==> src/rtl/rotorb_state_ctrl.sv <==
// rotorb_state_ctrl
// Owns the 64 x 6-bit rotor B permutation table. Loads it serially with a
// duplicate-value check, looks up one symbol per transaction through a
// valid/ready handshake and commits the permute stage's next table once per
// processed symbol.
//
// Ports:
//   clk, rst_n                  clock (rising edge), async active-low reset
//   load_start/valid/data       serial table load, entries in index order
//   load_done, perm_err         end-of-load pulse, sticky duplicate flag
//   in_valid/ready/symbol       input symbol handshake
//   encrypt, crypt_mode         per-symbol flags, buffered for the permute stage
//   encrypt_buf, crypt_mode_buf registered flags
//   rotorB_forward              low 2 bits of the looked-up entry
//   out_valid/ready/symbol      result handshake
//   rotorB_flat                 current table, entry i at [6i+5:6i]
//   rotorB_nxt_flat             next table from the permute stage
module rotorb_state_ctrl #(
  parameter int unsigned N_ENT = 64,
  parameter int unsigned SYM_W = 6
) (
  input  logic                     clk,
  input  logic                     rst_n,
  input  logic                     load_start,
  input  logic                     load_valid,
  input  logic [SYM_W-1:0]         load_data,
  output logic                     load_done,
  output logic                     perm_err,
  input  logic                     in_valid,
  output logic                     in_ready,
  input  logic [SYM_W-1:0]         in_symbol,
  input  logic                     encrypt,
  input  logic                     crypt_mode,
  output logic                     encrypt_buf,
  output logic                     crypt_mode_buf,
  output logic [1:0]               rotorB_forward,
  output logic                     out_valid,
  input  logic                     out_ready,
  output logic [SYM_W-1:0]         out_symbol,
  output logic [N_ENT*SYM_W-1:0]   rotorB_flat,
  input  logic [N_ENT*SYM_W-1:0]   rotorB_nxt_flat
);

  typedef enum logic [2:0] {StIdle, StLoad, StReady, StStep, StHold} state_e;

  state_e             r_state, w_state_nxt;
  logic [SYM_W-1:0]   r_table [N_ENT];
  logic [SYM_W-1:0]   r_idx;
  logic [N_ENT-1:0]   r_seen;
  logic               r_perm_err;
  logic               r_load_done;
  logic               r_enc_buf;
  logic               r_cm_buf;
  logic [SYM_W-1:0]   r_out_sym;
  logic [1:0]         r_fwd;

  logic w_start;
  logic w_load_wr;
  logic w_dup;
  logic w_last;
  logic w_accept;

  // load_start is honoured only outside the symbol pipeline (STEP/HOLD).
  assign w_start   = load_start &&
                     (r_state == StIdle || r_state == StLoad || r_state == StReady);
  // A restart cycle swallows any load_valid presented with it.
  assign w_load_wr = (r_state == StLoad) && load_valid && !load_start;
  assign w_dup     = r_seen[load_data];
  assign w_last    = w_load_wr && (r_idx == SYM_W'(N_ENT - 1));
  assign w_accept  = (r_state == StReady) && in_valid && !load_start;

  always_ff @(posedge clk or negedge rst_n) begin
    if (!rst_n) begin
      r_state <= StIdle;
    end else begin
      r_state <= w_state_nxt;
    end
  end

  always_comb begin
    w_state_nxt = r_state;
    unique case (r_state)
      StIdle: begin
        if (w_start) w_state_nxt = StLoad;
      end
      StLoad: begin
        if (load_start) begin
          w_state_nxt = StLoad;
        end else if (w_last) begin
          // Include the check on the final write itself.
          w_state_nxt = (r_perm_err || w_dup) ? StIdle : StReady;
        end
      end
      StReady: begin
        if (load_start)    w_state_nxt = StLoad;
        else if (in_valid) w_state_nxt = StStep;
      end
      StStep: w_state_nxt = StHold;
      StHold: begin
        if (out_ready) w_state_nxt = StReady;
      end
      default: w_state_nxt = StIdle;
    endcase
  end

  always_ff @(posedge clk or negedge rst_n) begin
    if (!rst_n) begin
      for (int i = 0; i < N_ENT; i++) r_table[i] <= SYM_W'(i);
      r_idx       <= '0;
      r_seen      <= '0;
      r_perm_err  <= 1'b0;
      r_load_done <= 1'b0;
      r_enc_buf   <= 1'b0;
      r_cm_buf    <= 1'b0;
      r_out_sym   <= '0;
      r_fwd       <= '0;
    end else begin
      r_load_done <= w_last;

      if (w_start) begin
        r_idx      <= '0;
        r_seen     <= '0;
        r_perm_err <= 1'b0;
      end else if (w_load_wr) begin
        r_idx             <= r_idx + 1'b1;
        r_seen[load_data] <= 1'b1;
        if (w_dup) r_perm_err <= 1'b1;
      end

      if (w_load_wr) begin
        r_table[r_idx] <= load_data;
      end else if (r_state == StStep) begin
        // The permute stage returns the table unchanged when not stepping.
        for (int i = 0; i < N_ENT; i++) r_table[i] <= rotorB_nxt_flat[i*SYM_W +: SYM_W];
      end

      if (w_accept) begin
        r_enc_buf <= encrypt;
        r_cm_buf  <= crypt_mode;
        r_out_sym <= r_table[in_symbol];
        r_fwd     <= r_table[in_symbol][1:0];
      end
    end
  end

  always_comb begin
    rotorB_flat = '0;
    for (int i = 0; i < N_ENT; i++) rotorB_flat[i*SYM_W +: SYM_W] = r_table[i];
  end

  assign in_ready       = (r_state == StReady);
  assign out_valid      = (r_state == StHold);
  assign load_done      = r_load_done;
  assign perm_err       = r_perm_err;
  assign encrypt_buf    = r_enc_buf;
  assign crypt_mode_buf = r_cm_buf;
  assign out_symbol     = r_out_sym;
  assign rotorB_forward = r_fwd;

endmodule
==> config.mk <==
export PLATFORM = sky130hd
export DESIGN_NAME = rotorb_state_ctrl
export DESIGN_NICKNAME = d
export VERILOG_FILES = /design/src/rtl/rotorb_state_ctrl.sv
export SDC_FILE = /design/constraint.sdc
export NUM_CORES = 1
export LEC_CHECK = 0
export ABC_CLOCK_PERIOD_IN_PS = 2029
export BUFFER_PORTS_ARGS = -buffer_cell sky130_fd_sc_hd__buf_2
export CAP_MARGIN = 30
export CORE_AREA = 8 8 306 308
export DETAILED_ROUTE_END_ITERATION = 8
export DIE_AREA = 0 0 314 316
export PLACE_DENSITY = 0.53
export SKIP_LAST_GASP = 1
export SLEW_MARGIN = 15
export SYNTH_ARGS = -nofsm -noshare
export SYNTH_HDL_FRONTEND = slang
export SYNTH_SLANG_ARGS = --single-unit
==> constraint.sdc <==
create_clock -name clk -period 2.03 [get_ports clk]
set_input_delay 0 -clock clk [delete_from_list [all_inputs] [get_ports clk]]
set_output_delay 0 -clock clk [all_outputs]
set_load 0.05 [all_outputs]
==> run summary, run 1 <==
Setup_tns -> -820 ps
Placeable Area -> 0.0890 mm²
Gr usage total -> 0.272
Distinct cells, synth -> 56
Syn. warnings -> 0
CP max FO -> 8
Die Area -> 0.0992 mm²
Max-slew violations -> 0
Port Buf Inserts -> 801
Drt first pass iters -> 5
Internal -> 21.2 mW
Leakage power -> 18.6 nW
Worst skew pair latency -> 620 ps
Final number of hold-violating endpoints -> 0
Mux share of post-synthesis cell area -> 0.100
RSZ-0062 raised after global routing -> true
Clk pin slew, worst setup/hold paths -> 60 ps
Fmax achieved -> 481 MHz
Drt drc -> 0
Post-synthesis sequential area ratio -> 0.483
GP Congestion -> 0.925
Worst Path Required -> 2570 ps
Worst-margin pin slew -> 1230 ps
# setup viols final -> 37
Bufs on Longest Clock Path -> 3
Xor-xnor portion of the synthesized cell area -> 0.00142
Number of global-route vias before repair -> 28.3k
First-pass GRT wire length -> 201,000 µm
Pwr Density -> 931 mW/mm²
Adder-cell area share of the yosys netlist -> 0.000507
HP Class -> in -> reg
Switch Pwr -> 15.4 mW
Post-DR vias/cell -> 5.43
Clock share of power -> 0.272
1st-iter DRT viols -> 2,625
Placement Rows -> 110
Die width -> 314 µm
Chip height -> 316 µm
CTS tree -> done
FF+latch count, synth -> 467
Post-DRT Antenna Nets -> 0
Cells after Synth -> 2,522
Most common cell after layout, fill and taps aside -> buf_2
Min cycle time layout -> 2080 ps
FFs w/ async S/R, synth -> 1.00
Most frequent cells in the layout -> buf_2 (792), nand2_1 (508), dlygate4sd3_1 (399)
Setup CP Type -> reg -> reg
Fin crit share -> 1.02
Non-Filler Instances -> 5,063
Power, Total -> 36.7 mW
Power share of the combinational group -> 0.375
Clock root cell -> clkbuf_16
Layout cell share with drive strength beyond 1 -> 0.441
Design Area, Final -> 0.0394 mm²
Arrival time worst endpoint -> 2620 ps
Synth Cell Area -> 0.0247 mm²
Area delta synth->final -> 59.5%
CTS buffer count -> 55
Post-layout net count -> 4,241
WL/cell -> 28.3 µm
Post-Synth Simple-Gate Area -> 0.127
Largest family of logic cells by synthesized area -> compound AO/OA/AOI/OAI gates
Placed instance area -> 0.0317 mm²
Status -> finished with violations
Initial Utilization -> 0.277
H-tree lvl count -> 2
Compound-cell area share of the yosys netlist -> 0.254
Switch share -> 0.421
DR vias -> 27.5k
Post-synth top flop -> dfrtp_1
Fin worst setup slack -> -50.0 ps
Max_cap viols -> 0
Flop pwr share -> 0.352
DP HPWL -> 107,000 µm
EDFF count, synth -> 0
Pre-CTS setup slack -> -365 ps
Clock skew -> 16.6 ps
Clock Sinks -> 467
Max VDD drop -> 0.000872 V
Net count after synthesis -> 2,927
Mean Syn Cell Area -> 9.79 µm²
Failing checks -> negative setup slack
Placed Instances -> 4,544
Antenna violations before repair -> 9
CP endpoint kind -> register
IO Count -> 802
Rel. slew slack -> 0.179
Startpoint Class -> register
Largest net degree at the start of global routing -> 110
Routed wire length -> 143,000 µm
GRT overflow -> 0
metrics by stage:
step / utilization / hold slack, ps
global route: 0.442 / 97.8
floorplan: - / -296
global placement: 0.356 / 3.02
finish: 0.442 / 82.0
detailed placement: 0.356 / 2.72
CTS: 0.427 / 50.7
worst max-delay path, stage by stage (launching register included):
cell and delay [ps]:
dfrtp_1 410, nor4b_4 280, buf_6 180, nand3_4 110
buf_12 170, nor3_4 140, buf_12 200, nand2_2 170
nand2_4 150, a2bb2oi_1 170
power by group through the flow:
stage,combinational [mW],clock (mW),sequential [mW]
3_3_place_gp,12.7,0,12.9
6_report,13.8,9.98,12.9
2_1_floorplan,3.11,0,17.2
5_1_grt,14.3,10.5,13.0
3_5_place_dp,12.8,0,12.9
4_1_cts,13.5,10.1,12.8
metal layers:
| metal | up-vias | share of wire | GRT usage |
|---|---|---|---|
| li1 | 12000 | - | - |
| met1 | 13700 | 0.40 | 0.343 |
| met2 | 1440 | 0.48 | 0.452 |
| met3 | 339 | 0.073 | 0.0580 |
| met4 | 2 | 0.048 | 0.110 |
| met5 | - | 0.000070 | 0 |
cell usage after synthesis (4+ instances only):
cell,n,area share
buf_2,22,0.0045
mux2_2,16,0.0073
mux2i_1,79,0.032
dfrtp_1,275,0.28
dfstp_2,192,0.20
a22oi_1,30,0.0091
nand3_1,16,0.0032
o21ai_0,452,0.092
nor3b_1,5,0.0015
a221oi_1,11,0.0039
nand2_1,629,0.096
nor2_1,36,0.0055
and3b_1,4,0.0014
mux4_2,67,0.061
a21oi_1,15,0.0030
a221o_1,5,0.0020
nand2b_1,6,0.0015
o2111ai_1,5,0.0018
buf_4,4,0.0012
o22ai_1,9,0.0023
clkbuf_1,178,0.027
a2bb2oi_1,378,0.13
xor2_1,4,0.0014
and2_1,6,0.0015
nor2b_1,8,0.0020
nand3b_1,5,0.0015
nand4_1,13,0.0033
final cells by class:
cell class | count | area (µm²)
Inverter | 3 | 11.3
Clock inverter | 14 | 165
Multi-Input combinational cell | 1846 | 13500
Clock buffer | 88 | 1610
Tap cell | 1176 | 1470
Sequential cell | 467 | 11900
Timing Repair Buffer | 1463 | 10700
Antenna cell | 6 | 15.0
Fill cell | 8587 | 49700
path summary, 6_finish.rpt:
path                                   startpoint                           end  slack (ps)  depth (start not counted)
min in group asynchronous                   rst_n   rotorB_flat[80]$_DFFE_PN1P_         230                          2
max in group asynchronous                   rst_n  rotorB_flat[162]$_DFFE_PN1P_        1270                          3
setup reg to reg           r_state[1]$_DFFE_PN0P_   rotorB_flat[54]$_DFFE_PN1P_         -50                          9
setup / recovery           r_state[1]$_DFFE_PN0P_   rotorB_flat[54]$_DFFE_PN1P_         -50                          9
hold reg to reg            r_seen[40]$_DFFE_PN0P_        r_seen[40]$_DFFE_PN0P_         470                          2
hold / removal                         load_valid           load_done$_DFF_PN0_          80                          5
state kept, by name, indices dropped and copies added (netlist names):
| register | cells |
|---|---|
| load_done | 1 |
| r_seen | 64 |
| crypt_mode_buf | 1 |
| rotorB_flat | 384 |
| r_state | 3 |
| r_idx | 6 |
| out_symbol | 6 |
| perm_err | 1 |
| encrypt_buf | 1 |
cells by family after synthesis:
family                   count (synthesis)
buffers and inverters                  209
adder cells (fa/ha/maj)                  1
AND/OR/NAND/NOR                        755
AO/OA/AOI/OAI                          924
multiplexers                           162
XOR/XNOR                                 4
flip-flops                             467
timing repair:
item | CTS | global route
gates resized for setup | 193 | 390
hold buffers | 400 | 0
setup endpoints to repair | 385 | 409
cloned | 0 | 2
hold endpoints to repair | 764 | 0
buffers inserted | 2 | 7
pin swaps | 23 | 45
Power figures use the tool's default switching activity.
==> run 2, diff against run 1 <==
--- a/config.mk
+++ b/config.mk
@@ -5,13 +5,14 @@
 export SDC_FILE = /design/constraint.sdc
 export NUM_CORES = 1
 export LEC_CHECK = 0
+export ABC_AREA = 1
 export ABC_CLOCK_PERIOD_IN_PS = 2029
 export BUFFER_PORTS_ARGS = -buffer_cell sky130_fd_sc_hd__buf_2
 export CAP_MARGIN = 30
-export CORE_AREA = 8 8 306 308
+export CORE_AREA = 8 8 302 304
 export DETAILED_ROUTE_END_ITERATION = 8
-export DIE_AREA = 0 0 314 316
-export PLACE_DENSITY = 0.53
+export DIE_AREA = 0 0 310 312
+export PLACE_DENSITY = 0.55
 export SKIP_LAST_GASP = 1
 export SLEW_MARGIN = 15
 export SYNTH_ARGS = -nofsm -noshare
==> run 2 against run 1 <==
Effect of this change: the run ends with negative hold slack left; synthesized cell count increased by 32%; non-clock buffer count down 3; hold slack got worse by 86 ps; register-to-register slack better by 90 ps; area after synthesis is 3.0% higher; utilization increased by 0.71 points; count of clock-buffer cells in the layout is the same; critical path depth grew 1; total power rose by 64%; maximum frequency rose by 4.3%; via count increased by 16%; critical path type unchanged.
==> run summary, run 2 <==
Power, Total -> 60.2 mW (+64%)
Worst Path Required -> 2510 ps (-60 ps)
Max-slew violations -> 0 (unchanged)
Top layer in use -> met5
First-pass GRT wire length -> 223,000 µm (+11%)
Delay of the slowest critical-path stage -> 580 ps (+170 ps)
WL/cell -> 27.2 µm (-3.9%)
Storage cell area -> 0.0119 mm² (about the same)
Worst-margin pin slew -> 936 ps (-296 ps)
Die Area -> 0.0967 mm² (-2.5%)
Flop pwr share -> 0.309 (-0.043)
Area delta synth->final -> 52.4%
Largest register FFs -> 384 (unchanged)
Bufs on Longest Clock Path -> 3 (unchanged)
Final number of hold-violating endpoints -> 1 (+1)
Layout cell share with drive strength beyond 1 -> 0.310 (-0.130)
Min cycle time layout -> 1990 ps (-85.3 ps)
WL met2 -> 72,900 µm (+6.6%)
Largest net degree at the start of global routing -> 88 (-20%)
Largest area contributor in the netlist -> dfrtp_1
Met3 WL -> 14,800 µm (+41%)
Area share of the largest cell type after synthesis -> 0.271 (-0.00808)
Commonest cells post-synth -> nand2_1 (1,036), nand3_1 (921), dfrtp_1 (275)
Leakage power -> 18.1 nW (-2.4%)
Adder-cell area share of the yosys netlist -> 0.000492 (-0.0000147)
Mean Syn Cell Area -> 7.63 µm² (-22%)
Clock root cell -> clkbuf_16
Hold WS -> -4.18 ps (-86.2 ps)
Post-layout net count -> 5,027 (+19%)
Multi-input gate area -> 0.0121 mm² (-10%)
Worst skew pair latency -> 630 ps (about the same)
Most common cell after layout, fill and taps aside -> nand2_1
Placement Rows -> 108 (-1.8%)
FFs w/ async S/R, synth -> 1.00 (unchanged)
Clock skew -> 27.4 ps (+10.8 ps)
Pwr Density -> 1550 mW/mm² (+67%)
# fillers -> 8,648 (+0.71%)
CP max FO -> 3 (-5)
Post-DRT Antenna Nets -> 0 (unchanged)
Startpoint Class -> register
Power share of the combinational group -> 0.506 (+0.131)
Arrival time worst endpoint -> 2480 ps (-140 ps)
# setup viols final -> 0 (-100%)
Xor-xnor portion of the synthesized cell area -> 0 (-0.00142)
Syn. warnings -> 0 (unchanged)
IO Count -> 802 (unchanged)
Most common cell in the netlist -> nand2_1
Crit-path slowest cell -> dlygate4sd3_1
RSZ-0062 raised after global routing -> true
Design Area, Final -> 0.0387 mm² (-1.6%)
Worst path bufs/invs -> 4 (+1)
CTS buffer count -> 58 (+5.5%)
Chip height -> 312 µm (-1.3%)
Post-synthesis sequential area ratio -> 0.469 (-0.0140)
Most frequent cells in the layout -> nand2_1 (1,031), nand3_1 (917), buf_2 (798)
Worst-path cell chain -> inv_2 > nand3_2 > nor2_4 > dlygate4sd3_1 > buf_4 > inv_1 > a21oi_1 > nor3_1 > nand2_1 > o21ai_0
Clock share of power -> 0.185 (-0.087)
Gr usage total -> 0.311 (+0.0388)
Setup CP Type -> reg -> reg
Largest family of logic cells by synthesized area -> simple AND/OR/NAND/NOR gates
Cells after Synth -> 3,333 (+32%)
1st-iter DRT viols -> 3,651 (+39%)
Post-layout util -> 0.449 (+0.00706)
DR vias -> 31.8k (+16%)
DP HPWL -> 117,000 µm (+9.8%)
Fmax achieved -> 501 MHz (+4.3%)
Port Buf Inserts -> 801 (unchanged)
Net count after synthesis -> 3,738 (+28%)
FF+latch count, synth -> 467 (unchanged)
Mux share of post-synthesis cell area -> 0 (-0.100)
Routed met1 length -> 61,000 µm (+5.7%)
Distinct cells, synth -> 29 (-48%)
Drt first pass iters -> 5 (unchanged)
Synth Cell Area -> 0.0254 mm² (+3.0%)
Post-DR vias/cell -> 5.45 (+0.31%)
Die width -> 310 µm (-1.3%)
Antenna violations before repair -> 29 (+20)
Routed wire length -> 159,000 µm (+11%)
Fin crit share -> 0.983 (-0.0420)
Top cells by area, synth -> dfrtp_1 (27%), dfstp_2 (20%), nand3_1 (18%), nand2_1 (15%), o211ai_1 (7.0%)
Clock Sinks -> 467 (unchanged)
Non-Filler Instances -> 5,845 (+15%)
Internal -> 28.6 mW (+35%)
Status -> finished with violations
GRT overflow -> 0 (unchanged)
Failing checks -> negative hold slack
CTS tree -> done
Post-Synth Simple-Gate Area -> 0.358 (+0.231)
H-tree lvl count -> 2 (unchanged)
EDFF count, synth -> 0 (unchanged)
Clk pin slew, worst setup/hold paths -> 60 ps (about the same)
GP Congestion -> 0.954 (+3.1%)
HP Class -> in -> reg
Compound-cell area share of the yosys netlist -> 0.113 (-0.141)
Placed instance area -> 0.0322 mm² (+1.5%)
Number of global-route vias before repair -> 31.5k (+11%)
Placed Instances -> 5,291 (+16%)
Delay-heaviest family, CP -> buffers and inverters
Max_cap viols -> 0 (unchanged)
Rel. slew slack -> 0.376 (+0.198)
Drt drc -> 0 (unchanged)
Switch Pwr -> 31.6 mW (+110%)
Switch share -> 0.525 (+0.105)
Max VDD drop -> 0.00113 V (+30%)
CP endpoint kind -> register
Post-synth top flop -> dfrtp_1
Initial Utilization -> 0.295 (+0.0177)
Placeable Area -> 0.0862 mm² (-3.2%)
-- run 2: cells by family after synthesis --
logic type,Yosys count
AO/OA/AOI/OAI,418
AND/OR/NAND/NOR,2061
adder cells (fa/ha/maj),1
flip-flops,467
buffers and inverters,386
-- run 2: worst min-delay path: cells and delay by family --
family / cells / cell delay [ps]
AO/OA/AOI/OAI: 1 / 60
buffers and inverters: 2 / 220
AND/OR/NAND/NOR: 3 / 260
-- run 2: layout make-up --
| type | instances | area share |
|---|---|---|
| repair buffers | 1460 | 0.272 |
| clock buffers | 88 | 0.0453 |
| flip-flops and latches | 467 | 0.308 |
| well taps | 1155 | 0.0373 |
| inverters | 154 | 0.0155 |
| clock inverters | 20 | 0.00685 |
| diodes | 20 | 0.00129 |
| multi-input cells | 2481 | 0.314 |
-- run 2: final timing paths --
path	end	from	cells after the start	slack [ps]
min in group asynchronous	rotorB_flat[74]$_DFFE_PN1P_	rst_n	2	220
hold / removal	r_idx[0]$_DFFE_PN0P_	load_start	6	-4
max in group asynchronous	rotorB_flat[38]$_DFFE_PN1P_	rst_n	3	1330
hold reg to reg	encrypt_buf$_DFFE_PN0P_	encrypt_buf$_DFFE_PN0P_	2	470
setup / recovery	r_state[0]$_DFFE_PN0P_	r_state[1]$_DFFE_PN0P_	10	40
setup reg to reg	r_state[0]$_DFFE_PN0P_	r_state[1]$_DFFE_PN0P_	10	40
-- run 2: metal layers --
layer / global-route usage / up-vias
met1: 0.380 / 15400
met3: 0.0738 / 475
met4: 0.168 / 18
met5: 0 / -
li1: - / 14100
met2: 0.503 / 1814
-- run 2: repair_timing --
item / 4_1_cts / 5_1_grt
endpoints found under the setup margin: 81 / 279
cloned: 0 / 5
pin swaps: 3 / 10
hold buffers: 404 / 0
buffers inserted: 3 / 14
endpoints found under the hold margin: 706 / 0
gates resized for setup: 9 / 39
-- run 2: power groups by stage --
| stage | Sequential (mW) | Combinational [mW] | Clock (mW) |
|---|---|---|---|
| finish | 18.6 | 30.5 | 11.2 |
| global route | 18.8 | 32.1 | 11.6 |
| CTS | 18.4 | 30.2 | 11.3 |
| detailed placement | 18.5 | 29.5 | 0 |
| global placement | 18.6 | 29.3 | 0 |
| floorplan | 29.3 | 7.86 | 0 |
-- run 2: per-stage QoR --
| stage | setup TNS, ps | worst slack, ps | hold slack [ps] |
|---|---|---|---|
| finish | 0 | 35.3 | -4.18 |
| global route | -340 | -91.3 | 37.5 |
| CTS | -7.53 | -7.53 | 28.6 |
| detailed placement | -3620 | -196 | 23.1 |
| global placement | -3280 | -174 | 24.7 |
| floorplan | 0 | 154 | -296 |
